===== config.mk =====
export PLATFORM = sky130hd
export DESIGN_NAME = io_uart_tx
export DESIGN_NICKNAME = d
export VERILOG_FILES = /design/src/rtl/io_uart_tx.sv
export SDC_FILE = /design/constraint.sdc
export NUM_CORES = 1
export LEC_CHECK = 0
export ABC_AREA = 0
export BUFFER_PORTS_ARGS = -buffer_cell sky130_fd_sc_hd__buf_2
export CORE_MARGIN = 2
export CORE_UTILIZATION = 25
export DETAILED_ROUTE_END_ITERATION = 12
export GPL_TIMING_DRIVEN = 0
export PLACE_DENSITY_LB_ADDON = 0.1
export SYNTH_ARGS = -nofsm -noshare
export SYNTH_HDL_FRONTEND = slang
export SYNTH_SLANG_ARGS = --single-unit

===== constraint.sdc =====
create_clock -name clk -period 5.2 [get_ports clk]
set_clock_uncertainty 0.05 [all_clocks]
set_input_delay 0.78 -clock clk [delete_from_list [all_inputs] [get_ports clk]]
set_output_delay 0.78 -clock clk [all_outputs]
set_load 0.02 [all_outputs]

===== src/rtl/io_uart_tx.sv =====
// Memory-mapped UART transmitter (8N1, LSB first) behind a byte FIFO.
// CPU requests arrive as a go/ack toggle handshake on level-style I/O registers.
//
// state   | meaning
// S_IDLE  | line idle high, waiting for tx_en and a queued byte
// S_START | start bit (low) for CLKS_PER_BIT cycles
// S_DATA  | eight data bits, LSB first
// S_STOP  | stop bit (high); chains straight into the next frame if one is queued
module io_uart_tx #(
    parameter int CLKS_PER_BIT = 868,
    parameter int FIFO_DEPTH   = 8
) (
    input  logic        clk,
    input  logic        rst,
    input  logic [31:0] io_w_data,
    input  logic [31:0] io_w_ctrl,
    output logic [31:0] io_r_status,
    output logic        tx
);
    localparam int PW = (FIFO_DEPTH > 1) ? $clog2(FIFO_DEPTH) : 1;
    localparam int CW = $clog2(CLKS_PER_BIT);
    localparam logic [CW-1:0] CNT_LAST = CW'(CLKS_PER_BIT - 1);
    localparam logic [PW-1:0] PTR_LAST = PW'(FIFO_DEPTH - 1);
    localparam logic [3:0]    DEPTH_C  = 4'(FIFO_DEPTH);

    typedef enum logic [1:0] {S_IDLE, S_START, S_DATA, S_STOP} state_t;

    state_t        r_state, w_state_nxt;
    logic [CW-1:0] r_clk_cnt, w_clk_cnt_nxt;
    logic [2:0]    r_bit_idx, w_bit_idx_nxt;
    logic [7:0]    r_shift, w_shift_nxt;
    logic          r_tx, w_tx_nxt;
    logic          w_pop;

    logic [7:0]    r_mem [FIFO_DEPTH];
    logic [PW-1:0] r_wptr, r_rptr;
    logic [3:0]    r_count, w_count_nxt;
    logic          r_full, r_empty, r_ack, r_ovf;

    logic w_go, w_clr_ovf, w_tx_en, w_req, w_push, w_drop, w_bit_end, w_busy;
    logic w_unused_bits;

    assign w_go      = io_w_ctrl[0];
    assign w_clr_ovf = io_w_ctrl[1];
    assign w_tx_en   = io_w_ctrl[2];
    assign w_unused_bits = ^{io_w_data[31:8], io_w_ctrl[31:3]};

    // Push legality uses the pre-edge full flag, even if a pop happens this edge.
    assign w_req     = (w_go != r_ack);
    assign w_push    = w_req && !r_full;
    assign w_drop    = w_req && r_full;
    assign w_bit_end = (r_clk_cnt == CNT_LAST);
    assign w_busy    = (r_state != S_IDLE);

    always_comb begin
        w_state_nxt   = r_state;
        w_clk_cnt_nxt = r_clk_cnt;
        w_bit_idx_nxt = r_bit_idx;
        w_shift_nxt   = r_shift;
        w_tx_nxt      = r_tx;
        w_pop         = 1'b0;
        case (r_state)
            S_IDLE: begin
                w_tx_nxt = 1'b1;
                if (w_tx_en && !r_empty) begin
                    w_state_nxt   = S_START;
                    w_pop         = 1'b1;
                    w_shift_nxt   = r_mem[r_rptr];
                    w_clk_cnt_nxt = '0;
                    w_tx_nxt      = 1'b0;
                end
            end
            S_START: begin
                if (w_bit_end) begin
                    w_state_nxt   = S_DATA;
                    w_clk_cnt_nxt = '0;
                    w_bit_idx_nxt = '0;
                    w_tx_nxt      = r_shift[0];
                end else begin
                    w_clk_cnt_nxt = r_clk_cnt + CW'(1);
                end
            end
            S_DATA: begin
                if (w_bit_end) begin
                    w_clk_cnt_nxt = '0;
                    w_bit_idx_nxt = r_bit_idx + 3'd1;
                    if (r_bit_idx == 3'd7) begin
                        w_state_nxt = S_STOP;
                        w_tx_nxt    = 1'b1;
                    end else begin
                        w_shift_nxt = r_shift >> 1;
                        w_tx_nxt    = r_shift[1];
                    end
                end else begin
                    w_clk_cnt_nxt = r_clk_cnt + CW'(1);
                end
            end
            S_STOP: begin
                if (w_bit_end) begin
                    w_clk_cnt_nxt = '0;
                    if (w_tx_en && !r_empty) begin
                        w_state_nxt = S_START;
                        w_pop       = 1'b1;
                        w_shift_nxt = r_mem[r_rptr];
                        w_tx_nxt    = 1'b0;
                    end else begin
                        w_state_nxt = S_IDLE;
                        w_tx_nxt    = 1'b1;
                    end
                end else begin
                    w_clk_cnt_nxt = r_clk_cnt + CW'(1);
                end
            end
            default: begin
                w_state_nxt = S_IDLE;
                w_tx_nxt    = 1'b1;
            end
        endcase
    end

    always_comb begin
        w_count_nxt = r_count;
        if (w_push && !w_pop)
            w_count_nxt = r_count + 4'd1;
        else if (!w_push && w_pop)
            w_count_nxt = r_count - 4'd1;
    end

    always_ff @(posedge clk) begin
        if (w_push)
            r_mem[r_wptr] <= io_w_data[7:0];
    end

    always_ff @(posedge clk or posedge rst) begin
        if (rst) begin
            r_state   <= S_IDLE;
            r_clk_cnt <= '0;
            r_bit_idx <= '0;
            r_shift   <= '0;
            r_tx      <= 1'b1;
            r_wptr    <= '0;
            r_rptr    <= '0;
            r_count   <= '0;
            r_full    <= 1'b0;
            r_empty   <= 1'b1;
            r_ack     <= 1'b0;
            r_ovf     <= 1'b0;
        end else begin
            r_state   <= w_state_nxt;
            r_clk_cnt <= w_clk_cnt_nxt;
            r_bit_idx <= w_bit_idx_nxt;
            r_shift   <= w_shift_nxt;
            r_tx      <= w_tx_nxt;
            if (w_req)
                r_ack <= w_go;
            if (w_drop)
                r_ovf <= 1'b1;
            else if (w_clr_ovf)
                r_ovf <= 1'b0;
            if (w_push)
                r_wptr <= (r_wptr == PTR_LAST) ? '0 : r_wptr + PW'(1);
            if (w_pop)
                r_rptr <= (r_rptr == PTR_LAST) ? '0 : r_rptr + PW'(1);
            r_count <= w_count_nxt;
            r_full  <= (w_count_nxt == DEPTH_C);
            r_empty <= (w_count_nxt == 4'd0);
        end
    end

    assign tx          = r_tx;
    assign io_r_status = {20'd0, r_count, 3'd0, r_ovf, r_empty, r_full, w_busy, r_ack};

endmodule


==> report_table.html <==
<table>
<tr><th>Metric</th><th>Value</th></tr>
<tr><th colspan="2">Setup path</th></tr>
<tr><td>Gate family responsible for the most delay along the worst path</td><td>buffers and inverters</td></tr>
<tr><td>Startpoint of the worst setup timing path</td><td>r_state[0]</td></tr>
<tr><td>Category of the critical setup timing path</td><td>register to primary output</td></tr>
<tr><td>Reg2Reg Launch Point</td><td>r_rptr[0]</td></tr>
<tr><td>Worst setup path endpoint</td><td>io_r_status[1]</td></tr>
<tr><td>Startpoint class of the critical path</td><td>register</td></tr>
<tr><td>End of the worst register-to-register path</td><td>r_shift[2]</td></tr>
<tr><td>Highest cell delay on the worst timing path</td><td>0.44 ns</td></tr>
<tr><td>Sort of element at the end of the critical path</td><td>primary output</td></tr>
<tr><td>Crit-path slowest cell</td><td>clkbuf_1</td></tr>
<tr><td>Critical Path, Cell by Cell</td><td>inv_1 -&gt; ha_1 -&gt; clkbuf_1 -&gt; inv_1 -&gt; buf_4 -&gt; buf_2</td></tr>
<tr><td>Depth of the worst register-to-register path</td><td>6</td></tr>
<tr><td>Data arrival time at the worst-slack endpoint</td><td>2.01 ns</td></tr>
<tr><td>Depth of the critical timing path with buffers and inverters included</td><td>6</td></tr>
<tr><td>Most common cell on crit path</td><td>inv_1</td></tr>
<tr><td>FF-to-FF setup slack</td><td>2.75 ns</td></tr>
<tr><td>Largest fanout on the critical path</td><td>10</td></tr>
<tr><td>Required time of the critical path</td><td>4.37 ns</td></tr>
<tr><td>Crit path buffers/inverters</td><td>5</td></tr>
<tr><th colspan="2">Clock tree</th></tr>
<tr><td>Sink count of the clock tree</td><td>102</td></tr>
<tr><td>Clock latency on the worst-skew pair</td><td>0.35 ns</td></tr>
<tr><td>Clock input transition at the sequential cells of the worst setup and hold paths</td><td>0.08 ns</td></tr>
<tr><td>Clock buffer count from CTS</td><td>9</td></tr>
<tr><td>H-tree depth</td><td>3</td></tr>
<tr><td>Number of hold-repair buffers added at the cts stage</td><td>0</td></tr>
<tr><td>Clock tree from TritonCTS</td><td>yes</td></tr>
<tr><td>Maximum clock path buffer count</td><td>2</td></tr>
<tr><td>Clock root buffer master</td><td>clkbuf_16</td></tr>
<tr><td>Setup Buffers After CTS</td><td>0</td></tr>
<tr><td>Gates resized, CTS repair</td><td>0</td></tr>
<tr><th colspan="2">Layout</th></tr>
<tr><td>Area growth from synthesis to layout</td><td>19.1%</td></tr>
<tr><td>Count of antenna diodes in the layout</td><td>0</td></tr>
<tr><td>Number of inserted filler cells in the final layout</td><td>1868</td></tr>
<tr><td>Share of cells above drive strength 1</td><td>30.9%</td></tr>
<tr><td>Nets@finish</td><td>480</td></tr>
<tr><td>Most frequent cells in the layout</td><td>edfxtp_1, dfrtp_1, buf_4, buf_2, nand2_1</td></tr>
<tr><td>Number of standard cells in the layout, taps in and fillers out</td><td>639</td></tr>
<tr><td>Most common cell after layout, fill and taps aside</td><td>edfxtp_1</td></tr>
<tr><th colspan="2">Timing</th></tr>
<tr><td>Final setup viols</td><td>0</td></tr>
<tr><td>Fin crit share</td><td>54.6%</td></tr>
<tr><td>Crit path time final</td><td>2.84 ns</td></tr>
<tr><td>Fmax</td><td>352 MHz</td></tr>
<tr><td>Setup repair after global routing missed its margin</td><td>no</td></tr>
<tr><td>Final number of hold-violating endpoints</td><td>0</td></tr>
<tr><td>Worst slew margin</td><td>27.7%</td></tr>
<tr><td>Setup TNS</td><td>0 ns</td></tr>
<tr><td>Final count of pins violating max slew</td><td>0</td></tr>
<tr><td>Transition at the pin with the smallest max-transition slack</td><td>1.08 ns</td></tr>
<tr><th colspan="2">Synth</th></tr>
<tr><td>Number of synthesized register bits</td><td>102</td></tr>
<tr><td>Commonest register cell after synthesis</td><td>edfxtp_1</td></tr>
<tr><td>Number of synthesized flops with an enable pin</td><td>64</td></tr>
<tr><td>Async set or reset register ratio after synthesis</td><td>37.3%</td></tr>
<tr><td>Syn_area_per_cell</td><td>14.1 µm²</td></tr>
<tr><td>Yosys cell types</td><td>49</td></tr>
<tr><td>Instance count of the mapped netlist</td><td>339</td></tr>
<tr><td>Synthesized area</td><td>0.00477 mm²</td></tr>
<tr><td>Sequential fraction of the synthesis area</td><td>60.3%</td></tr>
<tr><td>Synth warnings</td><td>0</td></tr>
<tr><th colspan="2">Min path</th></tr>
<tr><td>Path category of the worst min-delay check</td><td>input port to async pin</td></tr>
<tr><th colspan="2">Power and ir drop</th></tr>
<tr><td>Peak supply drop</td><td>162 µV</td></tr>
<tr><td>Power density cells</td><td>381 mW/mm²</td></tr>
<tr><td>P_leak</td><td>2.18 nW</td></tr>
<tr><th colspan="2">Detailed routing</th></tr>
<tr><td>Total via count in the routed design</td><td>2720</td></tr>
<tr><td>Number of antenna-violating nets in the routed design</td><td>0</td></tr>
<tr><td>Count of unresolved DRC violations after routing</td><td>0</td></tr>
<tr><td>Vias per cell</td><td>4.26</td></tr>
<tr><td>Average wire per cell in the routed design</td><td>15.4 µm</td></tr>
<tr><td>Routed Wire Length</td><td>9.84 mm</td></tr>
<tr><td>Number of violations reported at the end of detailed-routing iteration 0</td><td>159</td></tr>
<tr><td>Length of the first detailed-routing pass in iterations</td><td>4</td></tr>
<tr><th colspan="2">Placement</th></tr>
<tr><td>Instance count after placement with tap cells included</td><td>623</td></tr>
<tr><td>Detailed placement HPWL</td><td>6.82 mm</td></tr>
<tr><td>Final weighted congestion of routability-driven global placement</td><td>0.688</td></tr>
<tr><td>Count of buffers from port buffering</td><td>22</td></tr>
<tr><th colspan="2">GRT</th></tr>
<tr><td>Pin count of the biggest net entering global routing</td><td>39</td></tr>
<tr><td>Global-route total usage across every layer</td><td>10.4%</td></tr>
<tr><td>Layer with the highest usage after global routing</td><td>met2</td></tr>
<tr><td>First-pass GRT wire length</td><td>15.8 mm</td></tr>
<tr><td>Global Route met3 Usage</td><td>2.76%</td></tr>
<tr><td>Met1 Track Usage GR</td><td>13.4%</td></tr>
<tr><td>Antenna violations before repair</td><td>0</td></tr>
<tr><td>Via count of the first global-routing pass</td><td>2744</td></tr>
<tr><td>GRT met2 Usage</td><td>17.3%</td></tr>
<tr><td>Grt total ovfl</td><td>0</td></tr>
<tr><th colspan="2">Die</th></tr>
<tr><td>Boundary Pins</td><td>99</td></tr>
<tr><td>Starting density of the core</td><td>25.5%</td></tr>
<tr><td>Width of the chip</td><td>142 µm</td></tr>
<tr><td>Die height</td><td>142 µm</td></tr>
<tr><td>Overall die area</td><td>0.0202 mm²</td></tr>
<tr><td>Area of the core</td><td>0.0187 mm²</td></tr>
<tr><td>Num rows</td><td>50</td></tr>
<tr><th colspan="2">Run</th></tr>
<tr><td>Number of maximum-capacitance violations</td><td>0</td></tr>
<tr><th colspan="2">Run status</th></tr>
<tr><td>Outcome</td><td>complete, no violations</td></tr>
</table>
-- metal layers --
metal	part of all wire, %	vias up	wire, µm
li1	-	1331	-
met1	46	1347	4490
met2	50	36	4900
met3	3.4	6	332
met4	1.3	0	124
met5	0	-	0
-- registers in the layout, indices dropped and copies added, names as in the netlist --
register,flops
r_ack,1
r_bit_idx,3
r_clk_cnt,10
r_count,4
r_empty,1
r_full,1
r_mem,64
r_ovf,1
r_rptr,3
r_shift,8
r_state,2
r_wptr,3
tx,1
-- final cells by class --
class / instances / area, µm² / area share (%)
timing repair buffer: 28 / 183 / 3.22
clock inverter: 7 / 87.6 / 1.54
inverter: 11 / 41.3 / 0.727
clock buffer: 9 / 225 / 3.97
buffer: 40 / 260 / 4.58
multi-input combinational: 208 / 1710 / 30.2
tap: 234 / 293 / 5.16
sequential: 102 / 2880 / 50.6
-- tightest hold or removal path: stages --
cell and delay (ns):
buf_2 0.10, inv_2 0.06, buf_12 0.22
-- Yosys cell counts, types with 2 or more instances --
cell type,instances,area (µm²)
nor3_2,2,20.0
dfstp_2,2,52.6
a21o_1,3,22.5
nor4_1,2,12.5
nand2b_1,3,18.8
o21ai_0,22,110
a211oi_1,2,15.0
dfrtp_1,36,901
a22o_1,2,17.5
clkbuf_1,7,26.3
nand2_1,24,90.1
a21oi_1,6,30.0
mux2_2,12,135
and2_1,3,18.8
nand3_1,8,40.0
edfxtp_1,64,1920
nor2_1,16,60.1
xor2_1,2,17.5
o31ai_1,4,30.0
nor4b_1,2,17.5
buf_2,3,15.0
buf_4,28,210
and3_1,4,25.0
xnor2_1,3,26.3
mux4_2,16,360
nor3_1,6,30.0
mux2i_1,10,100
ha_1,14,175
inv_1,11,41.3
a32o_1,2,20.0
nor3b_1,2,15.0
-- worst min-delay path by stage --
stage	start	to	slack, ns	depth (start not counted)
CTS	rst	r_ovf	0.39	3
global placement	r_bit_idx[2]	r_bit_idx[2]	0.43	1
floorplan	r_clk_cnt[8]	r_clk_cnt[8]	0.41	1
detailed placement	r_bit_idx[1]	r_bit_idx[1]	0.44	1
global route	rst	r_ovf	0.40	3
finish	rst	r_count[2]	0.38	3
-- power by group --
group / leakage (nW) / internal, mW / total [mW] / switching (mW)
Combinational: 0.968 / 0.164 / 0.392 / 0.228
Clock: 0.155 / 0.387 / 0.721 / 0.334
Sequential: 1.06 / 0.978 / 1.05 / 0.0736
-- logic make-up after synthesis --
kind of cell             after synthesis  synth area share [%]
adder cells (fa/ha/maj)               14                  3.67
flip-flops                           102                  60.3
multiplexers                          38                  12.5
buffers and inverters                 51                  6.32
AND/OR/NAND/NOR                       78                  8.74
other                                  1                0.0786
AO/OA/AOI/OAI                         49                  7.16
XOR/XNOR                               6                  1.26
-- stage by stage --
stage          hold slack [ns]  cell area [µm²]  util [%]  setup slack [ns]  power (mW)
3_3_place_gp             0.431             5260      28.1             0.902        1.44
5_1_grt                  0.403             5680      30.4              2.19        2.28
4_1_cts                  0.392             5680      30.4              2.31        2.20
6_report                 0.383             5680      30.4              2.36        2.16
2_1_floorplan            0.410             4850         -              2.37        1.32
3_5_place_dp             0.435             5370      28.7              2.15        1.47
No activity file was read; power rests on OpenSTA's default activity.
